**src/rtl/cpu_program_loader.sv**
```systemverilog
// cpu_program_loader
//   Host-side streaming loader for the CPU program-load handshake. Bytes from
//   an upstream source are buffered in a small FIFO; once started, the loader
//   stages one byte on ui_data per CPU cpu_ready request, counts NUM_BYTES
//   transfers and then waits for the CPU's cpu_done.
//
// Ports
//   clk, rst_n          clock (rising edge), async active-low reset
//   start               one-cycle load request (IDLE / DONE / ERROR only)
//   in_valid/in_data    upstream byte stream
//   in_ready            FIFO can accept (not full and not in ERROR)
//   cpu_ready           CPU consumes ui_data on every edge it is high
//   cpu_done            CPU load-complete indication
//   programming         high in STREAM and WAIT_DONE (registered)
//   ui_data             staged byte (registered)
//   byte_count          bytes consumed in the current load (saturating)
//   busy                PRIME, STREAM or WAIT_DONE
//   done                sticky load-success flag
//   error               sticky code: 01 underrun, 10 early done, 11 timeout
module cpu_program_loader #(
  parameter int NUM_BYTES    = 16,
  parameter int FIFO_DEPTH   = 4,
  parameter int DONE_TIMEOUT = 255
) (
  input  logic       clk,
  input  logic       rst_n,
  input  logic       start,
  input  logic       in_valid,
  input  logic [7:0] in_data,
  output logic       in_ready,
  input  logic       cpu_ready,
  input  logic       cpu_done,
  output logic       programming,
  output logic [7:0] ui_data,
  output logic [4:0] byte_count,
  output logic       busy,
  output logic       done,
  output logic [1:0] error
);

  localparam int         AW = $clog2(FIFO_DEPTH);
  localparam logic [4:0] NB = 5'(NUM_BYTES);
  localparam logic [7:0] TO = 8'(DONE_TIMEOUT);

  typedef enum logic [2:0] {
    S_IDLE, S_PRIME, S_STREAM, S_WAIT, S_DONE, S_ERR
  } state_t;

  state_t      state_q, state_d;
  logic [7:0]  mem_q [FIFO_DEPTH];
  logic [AW:0] wr_q, wr_d, rd_q, rd_d;
  logic [7:0]  ui_data_q, ui_data_d;
  logic [4:0]  byte_count_q, byte_count_d;
  logic [7:0]  timer_q, timer_d;
  logic        programming_q, programming_d;
  logic        done_q, done_d;
  logic [1:0]  error_q, error_d;

  logic        fifo_empty, fifo_full, push, pop, flush;
  logic [7:0]  head;
  logic [4:0]  cnt_inc;

  // Pointers carry one extra wrap bit to tell full from empty.
  assign fifo_empty = (wr_q == rd_q);
  assign fifo_full  = (wr_q[AW] != rd_q[AW]) && (wr_q[AW-1:0] == rd_q[AW-1:0]);
  assign in_ready   = !fifo_full && (state_q != S_ERR);
  assign push       = in_valid && in_ready;
  assign head       = mem_q[rd_q[AW-1:0]];
  assign cnt_inc    = (byte_count_q == NB) ? NB : byte_count_q + 5'd1;

  always_comb begin
    state_d      = state_q;
    ui_data_d    = ui_data_q;
    byte_count_d = byte_count_q;
    timer_d      = timer_q;
    done_d       = done_q;
    error_d      = error_q;
    pop          = 1'b0;
    unique case (state_q)
      S_IDLE, S_DONE, S_ERR: begin
        if (start) begin
          state_d      = S_PRIME;
          byte_count_d = '0;
          done_d       = 1'b0;
          error_d      = 2'b00;
        end
      end
      S_PRIME: begin
        if (!fifo_empty) begin
          pop       = 1'b1;
          ui_data_d = head;
          state_d   = S_STREAM;
        end
      end
      S_STREAM: begin
        // Early done wins over a same-cycle consume.
        if (cpu_done) begin
          state_d = S_ERR;
          error_d = 2'b10;
        end else if (cpu_ready) begin
          byte_count_d = cnt_inc;
          if (cnt_inc == NB) begin
            state_d = S_WAIT;
            timer_d = '0;
          end else if (!fifo_empty) begin
            pop       = 1'b1;
            ui_data_d = head;
          end else begin
            state_d = S_ERR;
            error_d = 2'b01;
          end
        end
      end
      S_WAIT: begin
        if (cpu_done) begin
          state_d = S_DONE;
          done_d  = 1'b1;
        end else begin
          timer_d = timer_q + 8'd1;
          if (timer_d == TO) begin
            state_d = S_ERR;
            error_d = 2'b11;
          end
        end
      end
      default: state_d = S_IDLE;
    endcase

    // Entering ERROR discards buffered bytes, including one pushed this edge.
    flush         = (state_d == S_ERR) && (state_q != S_ERR);
    wr_d          = flush ? '0 : wr_q + {{AW{1'b0}}, push};
    rd_d          = flush ? '0 : rd_q + {{AW{1'b0}}, pop};
    programming_d = (state_d == S_STREAM) || (state_d == S_WAIT);
  end

  always_ff @(posedge clk or negedge rst_n) begin
    if (!rst_n) begin
      state_q       <= S_IDLE;
      wr_q          <= '0;
      rd_q          <= '0;
      ui_data_q     <= '0;
      byte_count_q  <= '0;
      timer_q       <= '0;
      programming_q <= 1'b0;
      done_q        <= 1'b0;
      error_q       <= 2'b00;
    end else begin
      state_q       <= state_d;
      wr_q          <= wr_d;
      rd_q          <= rd_d;
      ui_data_q     <= ui_data_d;
      byte_count_q  <= byte_count_d;
      timer_q       <= timer_d;
      programming_q <= programming_d;
      done_q        <= done_d;
      error_q       <= error_d;
    end
  end

  // Storage needs no reset: occupancy is tracked by the pointers alone.
  always_ff @(posedge clk) begin
    if (push) mem_q[wr_q[AW-1:0]] <= in_data;
  end

  assign programming = programming_q;
  assign ui_data     = ui_data_q;
  assign byte_count  = byte_count_q;
  assign busy        = (state_q == S_PRIME) || (state_q == S_STREAM) || (state_q == S_WAIT);
  assign done        = done_q;
  assign error       = error_q;

endmodule

```
**config.mk**
```make
export PLATFORM = sky130hd
export DESIGN_NAME = cpu_program_loader
export DESIGN_NICKNAME = d
export VERILOG_FILES = /design/src/rtl/cpu_program_loader.sv
export SDC_FILE = /design/constraint.sdc
export NUM_CORES = 1
export LEC_CHECK = 0
export ABC_AREA = 0
export BUFFER_PORTS_ARGS = -buffer_cell sky130_fd_sc_hd__clkbuf_2
export CAP_MARGIN = 25
export CORE_MARGIN = 2
export CORE_UTILIZATION = 53
export DETAILED_ROUTE_END_ITERATION = 10
export GPL_TIMING_DRIVEN = 0
export PLACE_DENSITY = 0.75
export SYNTH_ARGS = -nofsm -noshare
export SYNTH_HDL_FRONTEND = slang
export SYNTH_SLANG_ARGS = --single-unit
```
**constraint.sdc**
```tcl
create_clock -name clk -period 2.3 [get_ports clk]
set_input_delay 0.23 -clock clk [delete_from_list [all_inputs] [get_ports clk]]
set_output_delay 0.23 -clock clk [all_outputs]
set_load 0.02 [all_outputs]
```
# Word-level counts from Yosys, hierarchy flattened
# Memory sizes are Yosys's and may differ from the RTL's.
# Index checks and enable logic that the tools add are counted.
[op_classes] n_addsub=4 eq_ne=26 mux=44 reduce_logical=20
[op_table] cell="8-bit two-way mux" n=8
[op_table] cell="8-bit case mux with 2 select lines" n=2
[op_table] cell="3-bit two-way mux" n=10
[op_table] cell="5-bit two-way mux" n=4
[op_table] cell="2-bit != test, second input constant" n=8
[op_table] cell="2-bit two-way mux" n=7
[op_table] cell="3-bit by 2-bit == test with 1-bit output, second input constant" n=4
[op_table] cell="3-bit != test, second input constant" n=4
[op_table] cell="3-bit case mux with 4 select lines" n=1
[op_table] cell="5-bit == test, second input constant" n=2
[op_table] cell="5-bit case mux with 2 select lines" n=1
[op_table] cell="3-bit == test, second input constant" n=3
[op_table] cell="8-bit by 1-bit adder with 8-bit output, second input constant" n=1
[op_table] cell="8-bit == test, second input constant" n=1
[op_table] cell="1-bit two-way mux" n=8
[op_table] cell="4-bit AND reduction" n=2
[op_table] cell="2-bit nonzero test" n=4
[op_table] cell="7-bit AND reduction" n=1
[op_table] cell="3-bit by 1-bit adder with 3-bit output" n=2
[op_table] cell="2-bit case mux with 3 select lines" n=1
[op_table] cell="5-bit by 1-bit adder with 5-bit output, second input constant" n=1
[op_table] cell="5-bit AND reduction" n=1
[op_table] cell="1-bit logical AND" n=4
[op_table] cell="1-bit case mux with 2 select lines" n=2
[op_table] cell="other kinds (10)" n=12
[word_totals] regBits=34 ramBits=32 out_inout_bits=19 word_cells=104 memories=1
[memory_table] memory="mem_q" depth=4 width=8 rd=1 rd_clocked_by_memory_dff=0 write_ports=1 line_no="50" source="logic [7:0] mem_q [FIFO_DEPTH];"

# Longest topological paths before layout
[logic_depth] ltp_word=10 ltp_mapped=12

# Worst setup path after synthesis
# No wires, ideal clock.
[synth_path] path_kind="register to register" from="register byte_count_q[0], in the netlist byte_count[0]" to="register rd_q[1]" arrival_ns=2.456 required_time_ns=2.199 setup_slack_ns=-0.257 stages_incl_launch_ff=12 cell_sequence="dfrtp_1 > inv_1 > ha_1 > nand2b_1 > o22ai_2 > a211oi_2 > o21ai_4 > inv_1 > ha_1 > ha_1 > inv_1 > o32ai_1"
[synth_between] elab_chain_cells=10 word_cells_on_any_way=16 cone_classes="2 x add/sub; 3 x eq/ne; 10 x mux; 1 x reduce/logical"
[synth_lines] item="from (decl)" line_no="53" source="logic [4:0] byte_count_q, byte_count_d;"
[synth_lines] item="from (signal assigned)" line_no="152" source="byte_count_q <= byte_count_d;"
[synth_lines] item="5-bit by 1-bit adder with 5-bit output / 5-bit == test (equally long branches)" line_no="69" source="assign cnt_inc = (byte_count_q == NB) ? NB : byte_count_q + 5'd1;"
[synth_lines] item="5-bit two-way mux (*)" line_no="69"
[synth_lines] item="5-bit == test (*)" line_no="102" source="if (cnt_inc == NB) begin"
[synth_lines] item="branches (longest 6 deep; another with 3-bit by 1-bit adder with 3-bit output)"
[synth_lines] item="3-bit two-way mux (*)" line_no="132" source="rd_d = flush ? '0 : rd_q + {{AW{1'b0}}, pop};"
[synth_lines] item="via rd_d[1]" line_no="51" source="logic [AW:0] wr_q, wr_d, rd_q, rd_d;"
[synth_lines] item="to (signal assigned)" line_no="150" source="rd_q <= rd_d;"
[synth_lines] item="to (decl)" line_no="51"
# Mark *: on every way through the listed nets, which the timed path passes.
# A chain may end at the register's enable or synchronous reset.

# Worst setup path in the final report
[layout_path] from="register byte_count_q[0], in the netlist byte_count[0]" to="register rd_q[2]"
# The elaborated chain is that of the path after synthesis.

==> reports/results.tsv <==
metric	value	unit
status	finished with violations	
failing checks	hold timing	
Synth area leaders	edfxtp_1 (28%), dfrtp_1 (25%), mux4_2 (5.2%)	
pwr/cell area	1402	nW/µm²
global-route wire length before repair	11610	µm
final wirelength	7298	µm
WP data arrival	2.47	ns
std cell rows	29	
largest family of logic cells by synthesized area	compound AO/OA/AOI/OAI gates	
Starting Density	54.50	%
Worst-Skew Late Latency	0.35	ns
post-synthesis sequential area ratio	52.65	%
adder-cell share of the synthesized area	2.909	%
CP endpoint kind	flip-flop	
# nets final	358	
Avg WL per Cell	17.46	µm
final slew viol count	0	
drt first pass iters	4	
most frequent cells in the layout	clkbuf_2 (32), edfxtp_1 (32), dfrtp_1 (31), nand2_1 (28), o21ai_0 (19)	
Routed Antenna Nets	0	
CTS sink count	66	
largest net degree at the start of global routing	35	
CORE AREA	6314	µm²
Achievable Freq	0.4525	GHz
syn_area_per_cell	12.07	µm²
simple-gate share of the synthesized area	13.16	%
Post-synth ARST share	51.52	%
GRT Overall Usage	21.22	%
setup TNS	0	ns
CP required	2.56	ns
multiplexer share of the synthesized area	7.855	%
gr ovfl total	0	
worst-case clock skew	0.007229	ns
Synth Warn #	0	
Max FO, Critical Path	7	
Most used DFF post-synth	dfrtp_1	
DR vias/cell	6.014	
synth unique cells	65	
period utilization	96.08	%
Synth Cell Area	3441	µm²
GPL Wtd Cong	0.8383	
htree depth	3	
CTS Hold Bufs	0	
placed cells	394	
Die ar.	7153	µm²
layout cells sized above 1	33.43	%
final count of hold timing violations	5	
final non-filler cell total	418	
detailed-route via count	2514	
Worst setup SP type	flip-flop	
Least-Margin Pin Slew	0.9116	ns
# port buffers	32	
Crit Path Class	flip-flop to flip-flop	
P_leak	1.603	nW
TritonCTS clock tree	yes	
worst setup margin	0.09019	ns
Root Driver	clkbuf_8	
chip width	84.58	µm
Hold WC Path Type	input pin to async pin	
Max-slew headroom	39.23	%
# diodes	0	
Max IR drop VDD	0.7975	mV
EDFF count, synth	32	
minimum clock period	2.210	ns
CTS buffer count	9	
I/O pin count	33	
max cap viols	0	
final setup fails	0	
cells after synthesis	285	
Setup WS pre-CTS	-0.2848	ns
xor/xnor cell area share of the yosys netlist	3.527	%
area grow syn2layout	18.84	%
syn nets	307	
post-synthesis register bit count	66	
die height	84.58	µm
final instance area	4089	µm²
post-DP HPWL	5022	µm
top cell type's share of synthesized area	27.93	%
Area after DPL	3750	µm²
Worst Hold Margin	-0.005298	ns
Worst-path clk slew	0.08	ns
drt drc	0	
First DRT Iteration DRCs	165	
initial antenna violation count	0	
Synth Area in Compound Gates	16.04	%
leading area contributor after synthesis	edfxtp_1	
number of global-route vias before repair	2397	
CTS max path bufs	2	
==> power breakdown <==
part / leakage (nW) / total [mW] / switching [mW] / internal, mW
clock network: 0.105 / 1.02 / 0.497 / 0.519
logic: 0.782 / 2.79 / 1.52 / 1.27
registers: 0.715 / 1.92 / 0.298 / 1.62
==> critical path, cell delays in order, from the launching register on <==
cell       delay (ns)
dfrtp_2          0.48
inv_2            0.09
ha_4             0.14
nand4bb_4        0.13
o22ai_4          0.22
a211oi_2         0.11
o21ai_4          0.16
inv_1            0.08
ha_4             0.16
ha_4             0.16
xnor2_1          0.13
o32ai_2          0.24
==> timing repair <==
item,in CTS,in global routing
resized for setup,4,8
pin swaps,3,2
setup buffers,3,5
endpoints found under the setup margin,27,33
==> kinds of logic (layout without fill, tap and decap cells) <==
group	Yosys count	after routing
flip-flops	66	66
adder cells (fa/ha/maj)	8	8
multiplexers	16	16
XOR/XNOR	13	13
AO/OA/AOI/OAI	74	74
buffers and inverters	24	80
AND/OR/NAND/NOR	84	84
==> per-stage QoR <==
step | total power [mW] | util [%]
after floorplan | 3.869 | -
after global placement | 4.405 | 59.39
after detailed placement | 4.528 | 59.39
after CTS | 5.614 | 63.32
after global routing | 6.097 | 64.76
final | 5.731 | 64.76
==> Yosys cell counts, drive strengths merged, types with 3 or more instances <==
master and instances:
nand3 6, o2bb2ai 3, o32ai 6, nor2b 3
nor3b 3, o21ai 21, nand2 28, mux2 8
ha 8, dfrtp 34, and3 3, inv 13
mux4 8, xnor2 5, clkbuf 3, nand2b 4
a21oi 11, edfxtp 32, nor3 6, a31oi 4
buf 8, o31ai 6, or3 4, nor2 15
a211o 3, a211oi 3, xor2 8
==> sequential cells by signal, summed over array words and instances (netlist names) <==
name	count
mem_q	32
error	2
byte_count	5
timer_q	8
programming	1
ui_data	8
rd_q	3
done	1
state_q	3
wr_q	3
==> layout make-up <==
class                           count  area [µm²]
Fill cell                         500        2225
Sequential cell                    66        1815
Multi-Input combinational cell    195        1618
Timing Repair Buffer               40       220.2
Clock buffer                        9       123.9
Tap cell                           77       96.34
Buffer                             11       83.83
Clock inverter                      7       82.58
Inverter                           13       48.80
==> final timing paths <==
kind	slack, ns	end	cells past startpoint	start
setup / recovery	0.09	rd_q[2]$_DFF_PN0_	11	byte_count[0]$_DFFE_PN0P_
hold reg to reg	0.51	ui_data[2]$_DFFE_PN0P_	1	ui_data[2]$_DFFE_PN0P_
max in group asynchronous	1.68	byte_count[1]$_DFFE_PN0P_	1	rst_n
hold / removal	-0.005	programming$_DFF_PN0_	1	rst_n
min in group clk	0.09	mem_q[1][2]$_DFFE_PP_	1	in_data[2]
setup reg to reg	0.09	rd_q[2]$_DFF_PN0_	11	byte_count[0]$_DFFE_PN0P_
==> per-layer routing <==
metal  track usage [%]  vias up  wire (µm)
li1                  -     1181          -
met5                 0        -          0
met4             8.658        0        125
met3             4.720       12        284
met2             35.43       58       3783
met1             26.91     1263       3105
No activity file was read; power rests on OpenSTA's default activity.
